File: src/rtl/led_fade_sequencer.sv
// Keyframe colour sequencer for the three pwm brightness inputs: fades each channel one
// count per tick toward the current keyframe, holds it, then advances through the table.

module led_fade_sequencer #(
    parameter int ADDR_W = 3,
    parameter int DIV_W  = 16,
    parameter int HOLD_W = 8
) (
    input  logic              clk,
    input  logic              rst,
    input  logic              wr_en,
    input  logic [ADDR_W-1:0] wr_addr,
    input  logic [23:0]       wr_color,
    input  logic [HOLD_W-1:0] wr_hold,
    input  logic [ADDR_W-1:0] last_key,
    input  logic [DIV_W-1:0]  step_div,
    input  logic              start,
    input  logic              stop,
    output logic [7:0]        bright_r,
    output logic [7:0]        bright_g,
    output logic [7:0]        bright_b,
    output logic [ADDR_W-1:0] key_idx,
    output logic              busy,
    output logic              wrap
);

    localparam int DEPTH = 2 ** ADDR_W;

    typedef enum logic [1:0] {
        IDLE,
        LOAD,
        FADE,
        HOLD
    } state_t;

    state_t            state;
    logic [23:0]       color_mem [DEPTH];
    logic [HOLD_W-1:0] hold_mem  [DEPTH];
    logic [DIV_W-1:0]  presc;
    logic [23:0]       target;
    logic [HOLD_W-1:0] hold_lat;
    logic [HOLD_W-1:0] hold_cnt;
    logic              tick;
    logic [7:0]        next_r;
    logic [7:0]        next_g;
    logic [7:0]        next_b;
    logic              fade_done;

    function automatic logic [7:0] step_toward(input logic [7:0] cur, input logic [7:0] tgt);
        if (cur < tgt)
            return cur + 8'd1;
        else if (cur > tgt)
            return cur - 8'd1;
        else
            return cur;
    endfunction

    // NOTE: the keyframe table has no reset so it maps onto plain RAM; the host fills it before start.
    always_ff @(posedge clk) begin
        if (wr_en) begin
            color_mem[wr_addr] <= wr_color;
            hold_mem[wr_addr]  <= wr_hold;
        end
    end

    assign tick = (presc == step_div);

    // NOTE: every always_comb output gets a default first, so no path leaves it unassigned and infers a latch.
    always_comb begin
        next_r = bright_r;
        next_g = bright_g;
        next_b = bright_b;
        if (tick) begin
            next_r = step_toward(bright_r, target[23:16]);
            next_g = step_toward(bright_g, target[15:8]);
            next_b = step_toward(bright_b, target[7:0]);
        end
    end

    // Looking at the stepped values lets FADE leave on the same tick the last channel lands.
    assign fade_done = (next_r == target[23:16]) && (next_g == target[15:8]) &&
                       (next_b == target[7:0]);

    // NOTE: registers use non-blocking assignments so each one samples pre-edge values whatever the statement order.
    always_ff @(posedge clk or posedge rst) begin
        if (rst) begin
            state    <= IDLE;
            bright_r <= 8'd0;
            bright_g <= 8'd0;
            bright_b <= 8'd0;
            key_idx  <= '0;
            busy     <= 1'b0;
            wrap     <= 1'b0;
            presc    <= '0;
            hold_cnt <= '0;
            hold_lat <= '0;
            target   <= 24'd0;
        end else begin
            wrap <= 1'b0;
            if (state != IDLE && stop) begin
                state <= IDLE;
                busy  <= 1'b0;
            end else begin
                case (state)
                    IDLE: begin
                        if (start && !stop) begin
                            state   <= LOAD;
                            key_idx <= '0;
                            busy    <= 1'b1;
                            presc   <= '0;
                        end
                    end
                    LOAD: begin
                        target   <= color_mem[key_idx];
                        hold_lat <= hold_mem[key_idx];
                        state    <= FADE;
                    end
                    FADE: begin
                        presc    <= tick ? '0 : presc + 1'b1;
                        bright_r <= next_r;
                        bright_g <= next_g;
                        bright_b <= next_b;
                        if (fade_done) begin
                            state    <= HOLD;
                            hold_cnt <= hold_lat;
                        end
                    end
                    HOLD: begin
                        presc <= tick ? '0 : presc + 1'b1;
                        if (tick) begin
                            if (hold_cnt == '0) begin
                                state <= LOAD;
                                // An index beyond a shortened sequence also wraps back to 0.
                                if (key_idx >= last_key) begin
                                    key_idx <= '0;
                                    wrap    <= 1'b1;
                                end else begin
                                    key_idx <= key_idx + 1'b1;
                                end
                            end else begin
                                hold_cnt <= hold_cnt - 1'b1;
                            end
                        end
                    end
                    default: state <= IDLE;
                endcase
            end
        end
    end

endmodule

File: config.mk
export PLATFORM = sky130hd
export DESIGN_NAME = led_fade_sequencer
export DESIGN_NICKNAME = d
export VERILOG_FILES = /design/src/rtl/led_fade_sequencer.sv
export SDC_FILE = /design/constraint.sdc
export NUM_CORES = 1
export LEC_CHECK = 0
export CAP_MARGIN = 20
export CORE_MARGIN = 2
export CORE_UTILIZATION = 55
export CTS_CLUSTER_DIAMETER = 40
export DETAILED_ROUTE_END_ITERATION = 8
export HOLD_SLACK_MARGIN = 0.03
export PLACE_DENSITY_LB_ADDON = 0.12
export SYNTH_ARGS = -nofsm -noshare
export SYNTH_HDL_FRONTEND = slang
export SYNTH_SLANG_ARGS = --single-unit
File: constraint.sdc
create_clock -name clk -period 5 [get_ports clk]
set_input_delay 0.75 -clock clk [delete_from_list [all_inputs] [get_ports clk]]
set_output_delay 0.75 -clock clk [all_outputs]
set_load 0.1 [all_outputs]
## Word level (Yosys, flattened, before mapping)

Memory sizes are Yosys's and may differ from the RTL's. A register that Yosys moved wholly into a read port is not among the register bits.
Index checks and enable logic that the tools add are counted.

- Output and inout port bits: 29
- Input port bits: 59
- Memories kept: 2
- RAM bits: 256
- Logic and storage cells: 102
- Flip-flop bits (word level): 55

- $lt $le $gt $ge: 7
- Muxes and demuxes: 37
- Equality and inequality tests: 16
- Reductions and logical operators: 21
- Add/subtract/negate cells: 9
- Bitwise logic cells: 1

Memory list:

| memory | depth | width | read ports | clocked after memory_dff | wr ports | RTL line | text |
|---|---|---|---|---|---|---|---|
| color_mem | 8 | 24 | 1 | 1 | 1 | 37 | `logic [23:0] color_mem [DEPTH];` |
| hold_mem | 8 | 8 | 1 | 1 | 1 | 38 | `logic [HOLD_W-1:0] hold_mem [DEPTH];` |

Operator list:

| kind | count |
|---|---|
| 8-bit 2-to-1 mux | 12 |
| 16-bit 2-to-1 mux | 2 |
| 16-bit one-hot mux with 2 select lines | 1 |
| 8-bit by 1-bit subtractor with 8-bit output (second input constant) | 4 |
| 8-bit by 1-bit adder with 8-bit output (second input constant) | 3 |
| 8-bit == test | 3 |
| 8-bit greater-than comparator | 3 |
| 8-bit < comparator | 3 |
| 16-bit by 1-bit adder with 16-bit output (second input constant) | 1 |
| 16-bit == test | 1 |
| 8-bit one-hot mux with 2 select lines | 1 |
| 3-bit 2-to-1 mux | 4 |
| 3-bit inequality test (second input constant) | 4 |
| 2-bit nonzero test | 6 |
| 1-bit 2-to-1 mux | 10 |
| 2-bit 2-to-1 mux | 5 |
| 2-bit inequality test (second input constant) | 5 |
| 5-bit AND reduction | 2 |
| 8-bit logical NOT | 1 |
| 2-bit one-hot mux with 4 select lines | 1 |
| 3-bit one-hot mux with 2 select lines | 1 |
| 2-bit AND reduction | 3 |
| 2-bit == test (second input constant) | 2 |
| 1-bit logical AND | 4 |
| other kinds (9) | 9 |

## Longest topological paths before layout

Gate-level depths: netlist (run 1).

- Word-level depth: 10
- Depth in mapped cells: 14

## Least setup slack after synthesis (run 1)

OpenSTA, ideal clock, no wires.

- Kind: reg2reg
- Start point: reg bright_b[0]
- End point: reg state[0]
- Data required time: 4,878 ps
- Cell stages (with the launch flop): 14
- Slack: 382 ps
- Buffers on the path: 0
- Data arrival time: 4,496 ps
- Period minus slack after synthesis: 4,618 ps
- Setup time: 122 ps
- Cell sequence: dfrtp_1 -> inv_1 -> ha_1 -> nor2b_1 -> o211ai_1 -> a21o_1 -> a2111o_1 -> o21ai_0 -> nor2_1 -> a2111oi_0 -> or4b_1 -> o41a_1 -> or3_1 -> a32o_1

- Word-level cells in the longest chain between the ends: 8

RTL lines:

| item | RTL line | text |
|---|---|---|
| start, declared | 21 | `output logic [7:0] bright_b,` |
| start signal, assigned | 122 | `bright_b <= next_b;` |
| 8-bit by 1-bit subtractor with 8-bit output / 8-bit greater-than comparator (equally long branches) | 53, 52 |  |
| 8-bit 2-to-1 mux | 52 | `else if (cur > tgt)` |
| 8-bit 2-to-1 mux | 50 | `if (cur < tgt)` |
| 8-bit 2-to-1 mux * | 73 | `if (tick) begin` |
| 8-bit == test * | 82 | `(next_b == target[7:0]);` |
| 1-bit logical AND * | 81 | `assign fade_done = (next_r == target[23:16]) && (next_g == target[15:8]) &&` |
| 3-bit inequality test (no line) * | -- |  |
| 4-bit AND reduction (no line) * | -- |  |
| end signal, assigned | 87 | `state <= IDLE;` |
| end signal, assigned | 101 | `state <= IDLE;` |
| end signal, assigned | 107 | `state <= LOAD;` |
| end, declared | 36 | `state_t state;` |

Every way passes the cells marked *; elsewhere a longest branch is shown, timed or not.
A chain may end at the register's enable or synchronous reset.

## Worst setup path in the final report (run 1)

- Start point: reg target[23], read port of color_mem
- End point: reg hold_cnt[1]

- Word-level cells in the longest chain between the ends: 9

RTL lines:

| item | RTL line | text |
|---|---|---|
| start, declared | 40 | `logic [23:0] target;` |
| 8-bit greater-than comparator | 52 |  |
| 8-bit 2-to-1 mux | 52 |  |
| 8-bit 2-to-1 mux | 50 |  |
| 8-bit 2-to-1 mux | 73 |  |
| 8-bit == test * | 81 |  |
| 1-bit logical AND * (2 in series) | 81 |  |
| 2-bit inequality test (no line) * | -- |  |
| 5-bit AND reduction (no line) * | -- |  |
| end signal, assigned | 125 | `hold_cnt <= hold_lat;` |
| end signal, assigned | 141 | `hold_cnt <= hold_cnt - 1'b1;` |
| end, declared | 42 | `logic [HOLD_W-1:0] hold_cnt;` |

Marks and branches as above.

==> results of run 1 <==
-- metal layers --
| layer | wire [µm] | part of all wire (%) | track usage (%) |
|---|---|---|---|
| met4 | 1059 | 2.8 | 7.645 |
| met2 | 17660 | 47 | 40.03 |
| met3 | 2356 | 6.3 | 3.768 |
| met1 | 16420 | 44 | 36.22 |
| met5 | 13 | 0.035 | 0 |
-- through the flow --
stage / setup WS, ns / hold WS, ns
final: 0.3467 / 0.4531
after CTS: 0.4492 / 0.4430
after global routing: 0.09547 / 0.4830
after detailed placement: 0.09779 / 0.5185
after global placement: 0.1286 / 0.5021
after floorplan: 0.3822 / 0.4775
-- critical path: stages, from the launching register on --
cell       delay (ns)
dfrtp_1          0.49
inv_1            0.07
ha_1             0.34
and4_1           0.27
o21ai_1          0.21
a2111oi_2        0.91
a211oi_1         0.33
a311oi_1         0.37
nand4_1          0.14
nor4bb_1         0.55
and4_1           0.43
o22ai_1          0.14
a22o_1           0.26
-- synth_stat cells, types with 8 or more instances --
cell and instances:
inv_1 45, a211oi_1 9, nand2_1 56, edfxtp_1 256
clkbuf_1 41, o22ai_1 8, ha_1 41, nand4_1 18
and3_1 11, xor2_1 39, mux2i_1 38, or3_1 11
nand3_1 29, nor4_1 19, xnor2_1 32, nor3_1 28
o211ai_1 10, o21ai_0 38, dfrtp_1 87, nand2b_1 12
mux4_2 64, a21o_1 8, nor2_1 107, buf_1 11
a21oi_1 70
-- power by group through the flow --
stage | sequential, mW | combinational (mW) | clock, mW
2_1_floorplan | 3.60 | 1.49 | 0
3_3_place_gp | 3.63 | 2.05 | 0
3_5_place_dp | 3.64 | 2.08 | 0
4_1_cts | 3.59 | 2.10 | 3.08
5_1_grt | 3.63 | 2.30 | 3.20
6_report | 3.59 | 2.09 | 3.03
-- registers in the layout (all words and copies together), names as in the netlist --
| name | cells |
|---|---|
| color_mem | 192 |
| hold_mem | 64 |
| target | 24 |
| presc | 16 |
| bright_b | 8 |
| bright_g | 8 |
| bright_r | 8 |
| hold_cnt | 8 |
| hold_lat | 8 |
| key_idx | 3 |
| state | 2 |
| busy | 1 |
| wrap | 1 |
-- area by class of cell --
| class | count | area [µm²] | share of cell area (%) |
|---|---|---|---|
| clock buffers | 50 | 1122 | 5.847 |
| repair buffers | 124 | 1161 | 6.050 |
| multi-input cells | 759 | 6085 | 31.70 |
| flip-flops and latches | 343 | 9871 | 51.43 |
| clock inverters | 29 | 304.0 | 1.584 |
| well taps | 384 | 480.5 | 2.503 |
| inverters | 45 | 170.2 | 0.8866 |
-- how the worst min path moves through the flow --
| stage | end | from | slack, ns | depth (start not counted) |
|---|---|---|---|---|
| floorplan | hold_cnt[4] | hold_lat[4] | 0.48 | 2 |
| global placement | hold_cnt[4] | hold_lat[4] | 0.50 | 2 |
| detailed placement | hold_cnt[4] | hold_lat[4] | 0.52 | 2 |
| CTS | target[23] | rst | 0.44 | 2 |
| global route | target[23] | rst | 0.48 | 2 |
| finish | target[23] | rst | 0.45 | 2 |
-- cells by family (layout without fill, tap and decap cells) --
family                   Yosys count  count (layout)  share of synthesized area (%)
flip-flops                       343             343                          60.60
AND/OR/NAND/NOR                  331             331                          10.22
AO/OA/AOI/OAI                    212             212                          8.517
multiplexers                     104             104                          11.33
buffers and inverters            100             248                          2.367
XOR/XNOR                          71              71                          3.820
adder cells (fa/ha/maj)           41              41                          3.151
==> reports/results.tsv, run 1 <==
metric	value	unit
crit_start	target[23]	
setup-tns-final	0	ns
yosys_warnings	0	
synth_top_cell_by_area	edfxtp_1	
final_max_slew_viol_count	0	
maxCapViolCount	0	
layout.cells.most_common_list	edfxtp_1, nor2_1, clkdlybuf4s50_1, dfrtp_1, a21oi_1	
synth.area.top_cells	edfxtp_1, dfrtp_1, mux4_2	
cts_sinks	343	
clock_skew	0.01720	ns
track_usage	25.12	%
die_height	176.0	µm
crit_required	5.41	ns
die_area	0.03099	mm²
io_buffers	87	
core-area	0.02894	mm²
totalWireLength	37510	µm
crit_fanout	9	
clock.fmax	214.9	MHz
dpl-instance-area	0.01777	mm²
p_int	6.043	mW
rows	62	
num-fill-cells	2120	
setup_viol	0	
drive_above_1_share	14.74	%
layout_commonest_cell	edfxtp_1	
endpoint	hold_cnt[1]	
syn_nets	1302	
h-tree-depth	2	
fin_nets	1416	
place_congestion	0.9772	
yosys_most_used_dff	edfxtp_1	
synth-edff-count	256	
critPathKind	flip-flop to flip-flop	
grt_first_pass_wirelength	60020	µm
clockBufferDepth	3	
antenna_found_initial	1	
power.density	454.4	mW/mm²
tightest_slew	1.029	ns
p_total	8.722	mW
post-route-period-util	93.07	%
syn_avg_cell_area	13.54	µm²
finalHoldViolations	0	
grt.overflow.total	0	
fin_crit	4.653	ns
final_core_util	66.33	%
stdcell_count	1734	
clk_pin_slew_worst_paths	0.06	ns
timing.rr.end	hold_cnt[1]	
reg2reg_from	target[23]	
hold_path.class	input pin to asynchronous set/reset pin	
syn_area	0.01628	mm²
p_clk_share	34.8	%
io_pins	88	
cts_hold_buf	0	
synthArstFlopShare	25.36	%
pwr-share-comb	24.0	%
post_cts_resized	0	
drt_iter0_markers	847	
drc_errors	0	
grt_max_degree	68	
ys_seq_area_share	60.60	%
rrSetupSlack	0.35	ns
final_cell_area	0.01919	mm²
first_global_vias	10640	
vdd_drop_max	301.2	µV
initial_core_util	56.26	%
worstPathArrival	5.07	ns
die_w	176.0	µm
wire_per_inst	21.63	µm
power_leakage	6.783	nW
synth_cells	1202	
cts-buffers-inserted	43	
maxSlewHeadroom	31.23	%
drt_pass1_iterations	5	
dr_total_vias	10650	
dp_hpwl	25090	µm
cp-start-kind	flip-flop	
drt-vias-per-instance	6.140	
worstRegToRegCells	12	
seq_power_share	41.2	%
area_growth	17.91	%
postRouteAntennaNets	0	
ys_ff_latch	343	
dp.cells	1655	
p_sw	2.679	mW
clk_latency	0.53	ns
cts_tree	built	
synth_top_area_share	47.23	%
cts_setup_buffers	0	
status	completed	
grt_setup_unrepaired	no	
critPathCaptureType	flip-flop	
clockRootBuffer	clkbuf_16	
switching_share	30.72	%
synth_cell_types	72	
insertedDiodeCount	0	
No activity file was read; power rests on OpenSTA's default activity.
==> inputs of run 2 (changes only) <==
CORE_ASPECT_RATIO = 0.5   (was default)
CORE_UTILIZATION = 54   (was 55)
clock period = 4.17 ns   (was 5 ns; I/O delays follow)
==> run 2 against run 1 <==
Net effect:
- via count rose by 3.3%
- core utilization rose by 0.54 points
- setup slack got worse by 0.24 ns
- flip-flop and latch count did not move
- critical endpoint is now state[0]
- critical path type unchanged
- clock power rose by 5%
- largest power group unchanged
- critical path depth rose by 1
- routed wire length rose by 8.5%
- cell area rose by 2.2%
- maximum frequency rose by 15%
- highest routed layer is now met4
- global-route usage rose by 1.2 points
==> reports/results.tsv, run 2 (synthesis gave the netlist of run 1 again) <==
metric	value	unit	change
status	completed		
largest_register_ffs	192		unchanged
reg2reg_from	target[19]		
io_buffers	87		unchanged
critPathCaptureType	flip-flop		
die_w	249.5	µm	+42%
busiest_layer	met2		
gr-usage-met2	40.40	%	+0.37 points
fin_nets	1480		+4.5%
crit_path_top_delay_cell	or4_1		
clk_latency	0.55	ns	+0.02 ns
grt_first_pass_wirelength	63070	µm	+5.1%
clockRootBuffer	clkbuf_16		
die_height	126.8	µm	-28%
drt_iter0_markers	1024		+21%
use_met3	4.022	%	+0.25 points
setup_viol	0		unchanged
initial_core_util	55.48	%	-0.78 points
critPathKind	flip-flop to flip-flop		
clockBufferDepth	3		unchanged
rrSetupSlack	0.11	ns	-0.24 ns
crit_cells	13		+1
power.density	524.0	mW/mm²	+15%
path_buf_inv	1		unchanged
dp_hpwl	26980	µm	+7.6%
drt-vias-per-instance	6.113		-0.44%
clock.fmax	246.1	MHz	+15%
path_delay_family	simple AND/OR/NAND/NOR gates		
rows	44		-29%
drive_above_1_share	20.88	%	+6.1 points
finalHoldViolations	0		unchanged
dr_total_vias	11000		+3.3%
num-fill-cells	2131		+0.52%
reg_top3	color_mem x192, hold_mem x64, target x24		
gr-usage-met1	40.39	%	+4.2 points
antenna_found_initial	0		-1
timing.rr.end	state[0]		
crit_required	4.58	ns	-0.83 ns
io_pins	88		unchanged
core-area	0.02934	mm²	+1.4%
cts-buffers-inserted	36		-16%
fin_crit	4.063	ns	-0.5904 ns
first_global_vias	10810		+1.6%
hold_path.class	input pin to asynchronous set/reset pin		
grt.overflow.total	0		unchanged
worst_slack	0.1072	ns	-0.2396 ns
slowest_delay	0.54	ns	-0.37 ns
crit_fanout	5		-4
p_total	10.28	mW	+18%
final_max_slew_viol_count	0		unchanged
layout.cells.most_common_list	edfxtp_1, buf_4, nor2_1, clkdlybuf4s50_1, a21oi_1		
clk_pin_slew_worst_paths	0.07	ns	about the same
h-tree-depth	2		unchanged
area_growth	20.55	%	
cts_tree	built		
worstRegToRegCells	13		+1
cp_cell_sequence	inv_1, ha_1, nand4_1, nor2_1, or4_1, a21oi_4, nor3_1, o21a_1, a2111oi_1, or4b_4, o41a_1, or3_1, a32o_1		
maxCapViolCount	0		unchanged
layout_commonest_cell	edfxtp_1		
track_usage	26.30	%	+1.2 points
top_register	color_mem		
cts_sinks	343		unchanged
maxSlewHeadroom	31.53	%	+0.30 points
cp-start-kind	flip-flop		
power_leakage	6.967	nW	+2.7%
die_area	0.03163	mm²	+2.1%
place_congestion	1.015		+3.8%
cts_hold_buf	0		unchanged
grt_max_degree	65		-4.4%
vdd_drop_max	369.4	µV	+23%
worstPathArrival	4.48	ns	-0.59 ns
clock_skew	0.03181	ns	+0.01461 ns
totalWireLength	40710	µm	+8.5%
post-route-period-util	97.43	%	+4.4 points
wire_per_inst	22.63	µm	+4.6%
tightest_slew	1.024	ns	-0.005323 ns
insertedDiodeCount	0		unchanged
drt_pass1_iterations	5		unchanged
place_ws	-0.3415	ns	-0.4393 ns
postRouteAntennaNets	0		unchanged
drc_errors	0		unchanged
==> run 2: cell count changes in the layout (fill, tap and decap cells not counted), moves of 3 or more <==
cell       delta
buf_4        +70
clkbuf_16     -6
dfrtp_1      -24
dfrtp_2      +24
inv_6         -5
nor4_1        -4
nor4_2        +3
==> run 2: final cells by class <==
class                   count  area (µm²)  share of cell area (%)
flip-flops and latches    343        9901                   50.46
multi-input cells         759        6175                   31.47
repair buffers            195        1707                   8.697
clock buffers              43       948.4                   4.833
well taps                 391       489.2                   2.493
clock inverters            23       232.7                   1.186
inverters                  45       170.2                  0.8672
==> run 2: what timing repair did <==
| action | in CTS | in global routing |
|---|---|---|
| gates resized for setup | 0 | 17 |
| buffers inserted | 0 | 3 |
| endpoints found under the setup margin | 0 | 9 |
==> run 2: routing by layer <==
layer,wire (µm),share of wire [%],vias to the layer above
li1,-,-,5014
met4,675,1.7,0
met5,0,0,-
met3,2709,6.7,67
met1,19270,47,5524
met2,18060,44,393
==> run 2: power by group <==
group / leakage, nW / switching (mW) / internal [mW]
Combinational: 3.05 / 1.60 / 1.25
Clock: 0.569 / 1.38 / 1.79
Sequential: 3.35 / 0.274 / 3.99
Total: 6.97 / 3.25 / 7.03
==> run 2: worst reg2reg max path: stages, from the launching register on <==
cell	delay (ns)
dfrtp_1	0.39
inv_1	0.06
ha_1	0.34
nand4_1	0.18
nor2_1	0.10
or4_1	0.54
a21oi_4	0.18
nor3_1	0.08
o21a_1	0.22
a2111oi_1	0.37
or4b_4	0.52
o41a_1	0.36
or3_1	0.36
a32o_1	0.26
==> run 2: through the flow <==
stage	util [%]	hold slack (ns)	cells	TNS [ns]	area (µm²)
final	66.87	0.4172	1799	0	19620
after global routing	66.87	0.4371	1799	-0.1130	19620
after CTS	66.45	0.4143	1795	0	19500
after detailed placement	62.43	0.5074	1729	-2.397	18320
after global placement	62.43	0.4980	1729	-2.332	18320
after floorplan	-	0.4775	1202	0	16320
==> run 2: how the worst max path moves through the flow <==
stage	start	endpoint	slack [ns]
after floorplan	bright_g[1]	state[0]	0.05
after global placement	step_div[15]	hold_cnt[1]	-0.35
after detailed placement	step_div[4]	hold_cnt[1]	-0.34
after CTS	bright_g[1]	hold_cnt[2]	0.06
after global routing	bright_b[7]	state[0]	-0.06
final	target[19]	state[0]	0.11
==> RTL edit (flow settings as in run 2) <==
Encoding of `state_t`: now one-hot (4 bits for 4 states).
--- a/src/rtl/led_fade_sequencer.sv
+++ b/src/rtl/led_fade_sequencer.sv
@@ -27,9 +27,9 @@
     localparam int DEPTH = 2 ** ADDR_W;
 
-    typedef enum logic [1:0] {
-        IDLE,
-        LOAD,
-        FADE,
-        HOLD
+    typedef enum logic [3:0] {
+        IDLE = 4'b0001,
+        LOAD = 4'b0010,
+        FADE = 4'b0100,
+        HOLD = 4'b1000
     } state_t;
 
Behaviour: same outputs for any inputs over 4 cycles, from zero or initial values and one cycle with rst high; so few cycles prove little.
==> RTL edit against run 2 <==
Sequential cell count up 2; largest cell class unchanged; routed wire length down 3.9%; highest routed layer unchanged; critical path depth down 1; count of clock-buffer cells in the layout down 4; non-clock buffer count down 33; area after synthesis down 1.2%; setup slack better by 140 ps; final area down 3.0%; first-iteration DRC count up 1.7%; worst hold slack better by 69 ps; critical endpoint is now hold_cnt[1].
Power is not compared: it rests on default switching activity, and its combinational part moved more than twofold at a synthesized area within 25%.
==> RTL edit: results (changes against run 2) <==
stage	metric	value	unit	change
timing	Fin Clk Skew	16.65	ps	was 31.81 ps
finish	n_diodes	0		unchanged
placed_design	RePlAce Congestion	0.9738		was 1.015
grt	GR Util All Layers	25.96	%	was 26.30%
critical_path	Max stage delay cell, worst path	o32ai_1		was or4_1
synthesis	Cells after Synth	1166		was 1202
timing	Highest Clock Rate	255.2	MHz	was 246.1 MHz
critical_path	delay-heaviest family, CP	compound AO/OA/AOI/OAI gates		was simple AND/OR/NAND/NOR gates
finish	layout cells sized above 1	17.38	%	was 20.88%
synthesis	Seq/Total Area, Yosys	61.68	%	was 60.60%
synthesis	EDFF count, synth	256		unchanged
synthesis	Async SR Flop Fraction	25.80	%	was 25.36%
clocking	Clock Path Buffers	3		unchanged
placed_design	post-DP HPWL	26140	um	was 26980 um
synthesis	synth warn	0		unchanged
timing	Final Setup Violations	0		unchanged
clocking	latest clock arrival within the worst-skew pair	540	ps	
finish	Layout fillers	2134		was 2131
route	DR vias	10410		was 11000
finish	Top Registers	color_mem x192, hold_mem x64, target x24		unchanged
route	drt pass-1 iters	5		unchanged
critical_path	Crit Path Class	register to register		unchanged
worst_hold_path	worst hold path type	register to register		was primary input to asynchronous set/reset pin
clocking	Clock transition at path regs	60	ps	
placed_design	pre-CTS setup slack	24.95	ps	was -341.5 ps
timing	slew margin rel.	33.17	%	was 31.53%
pwr	Worst IR Drop VDD	0.0003849	V	
clocking	clock root cell	clkbuf_16		unchanged
clocking	H-Tree Depth	2		unchanged
synthesis	top cells by count, synth	256 x edfxtp_1, 103 x nand2_1, 88 x dfrtp_1		was 256 x edfxtp_1, 107 x nor2_1, 87 x dfrtp_1
status	status	finished, final reports clean		unchanged
grt	met2 usage	39.08	%	was 40.40%
grt	pin count of the biggest net entering global routing	53		was 65
critical_path	highest net fanout along the worst path	7		was 5
synthesis	Netlist cell types	80		was 72
grt	initial antenna violation count	2		was 0
grt	met1 GRT Util	39.26	%	was 40.39%
synthesis	ranking of synthesized cells by area	edfxtp_1 48%, dfrtp_1 14%, mux4_2 9.0%		was edfxtp_1 47%, dfrtp_1 13%, mux4_2 8.9%
critical_path	FF-to-FF setup slack	250	ps	was 110 ps
critical_path	arrival time worst endpoint	4330	ps	was 4480 ps
pwr	cell-internal power	6.149	mW	
finish	nets	1406		was 1480
critical_path	crit-path max cell delay	500	ps	was 540 ps
synthesis	Post-Syn Nets	1262		was 1302
critical_path	cells on worst reg2reg path	12		was 13
grt	met3 global-route usage	5.818	%	was 4.022%
grt	global-route wire length before repair	60920	um	was 63070 um
placed_design	dpl cell area	17850	um^2	was 18320 um^2
route	Total Routed Length	39100	um	was 40710 um
clocking	total CTS buffers	35		was 36
critical_path	CP endpoint	hold_cnt[1]		was state[0]
finish	Cell Count, Final, Fillers Out	1726		was 1799
route	Detailed Route Iter0 Violations	1041		was 1024
critical_path	FF-to-FF Start	bright_r[7]		was target[19]
clocking	setup bufs post-CTS	0		unchanged
pwr	P_leak	6.838	nW	
clocking	post-CTS sizing	0		unchanged
placed_design	PortBufs	87		unchanged
-- RTL edit: cell type report --
cell class              instances  area, um^2  share of cell area [%]
flip-flops and latches        345        9922                   52.14
clock buffers                  39       890.9                   4.681
repair buffers                162        1446                   7.601
well taps                     391       489.2                   2.571
clock inverters                23       267.8                   1.407
multi-input cells             723        5851                   30.74
inverters                      43       162.7                  0.8548
-- RTL edit: cells by family (layout without fill, tap and decap cells) --
group | Yosys count | count (layout) | share of synthesized area (%)
compound gates | 220 | 220 | 8.833
xor+xnor | 71 | 71 | 3.868
fa+ha+maj | 37 | 37 | 2.880
buf+inv | 98 | 267 | 2.413
flops | 345 | 345 | 61.68
mux | 96 | 96 | 10.96
simple gates | 299 | 299 | 9.370
-- RTL edit: worst min-delay path by stage --
| stage | startpoint | end | slack, ps | cells past startpoint |
|---|---|---|---|---|
| 2_1_floorplan | hold_lat[2] | hold_lat[2] | 440 | 2 |
| 3_3_place_gp | hold_lat[6] | hold_lat[6] | 460 | 2 |
| 3_5_place_dp | hold_lat[6] | hold_lat[6] | 480 | 2 |
| 4_1_cts | hold_lat[6] | hold_lat[6] | 490 | 2 |
| 5_1_grt | hold_cnt[3] | hold_cnt[3] | 520 | 1 |
| 6_report | hold_lat[6] | hold_lat[6] | 490 | 2 |
-- RTL edit: metal layers --
metal / part of all wire [%] / wire length [um]
met4: 1.5 / 587
met2: 45 / 17780
met1: 46 / 17950
met3: 7.1 / 2790
met5: 0 / 0
-- RTL edit: power groups by stage --
stage	Clock [mW]	Combinational [mW]	Sequential, mW
floorplan	0	0.652	4.02
global placement	0	1.11	4.04
detailed placement	0	1.11	4.05
CTS	3.25	1.12	3.98
global route	3.40	1.26	3.99
finish	3.19	1.14	3.98
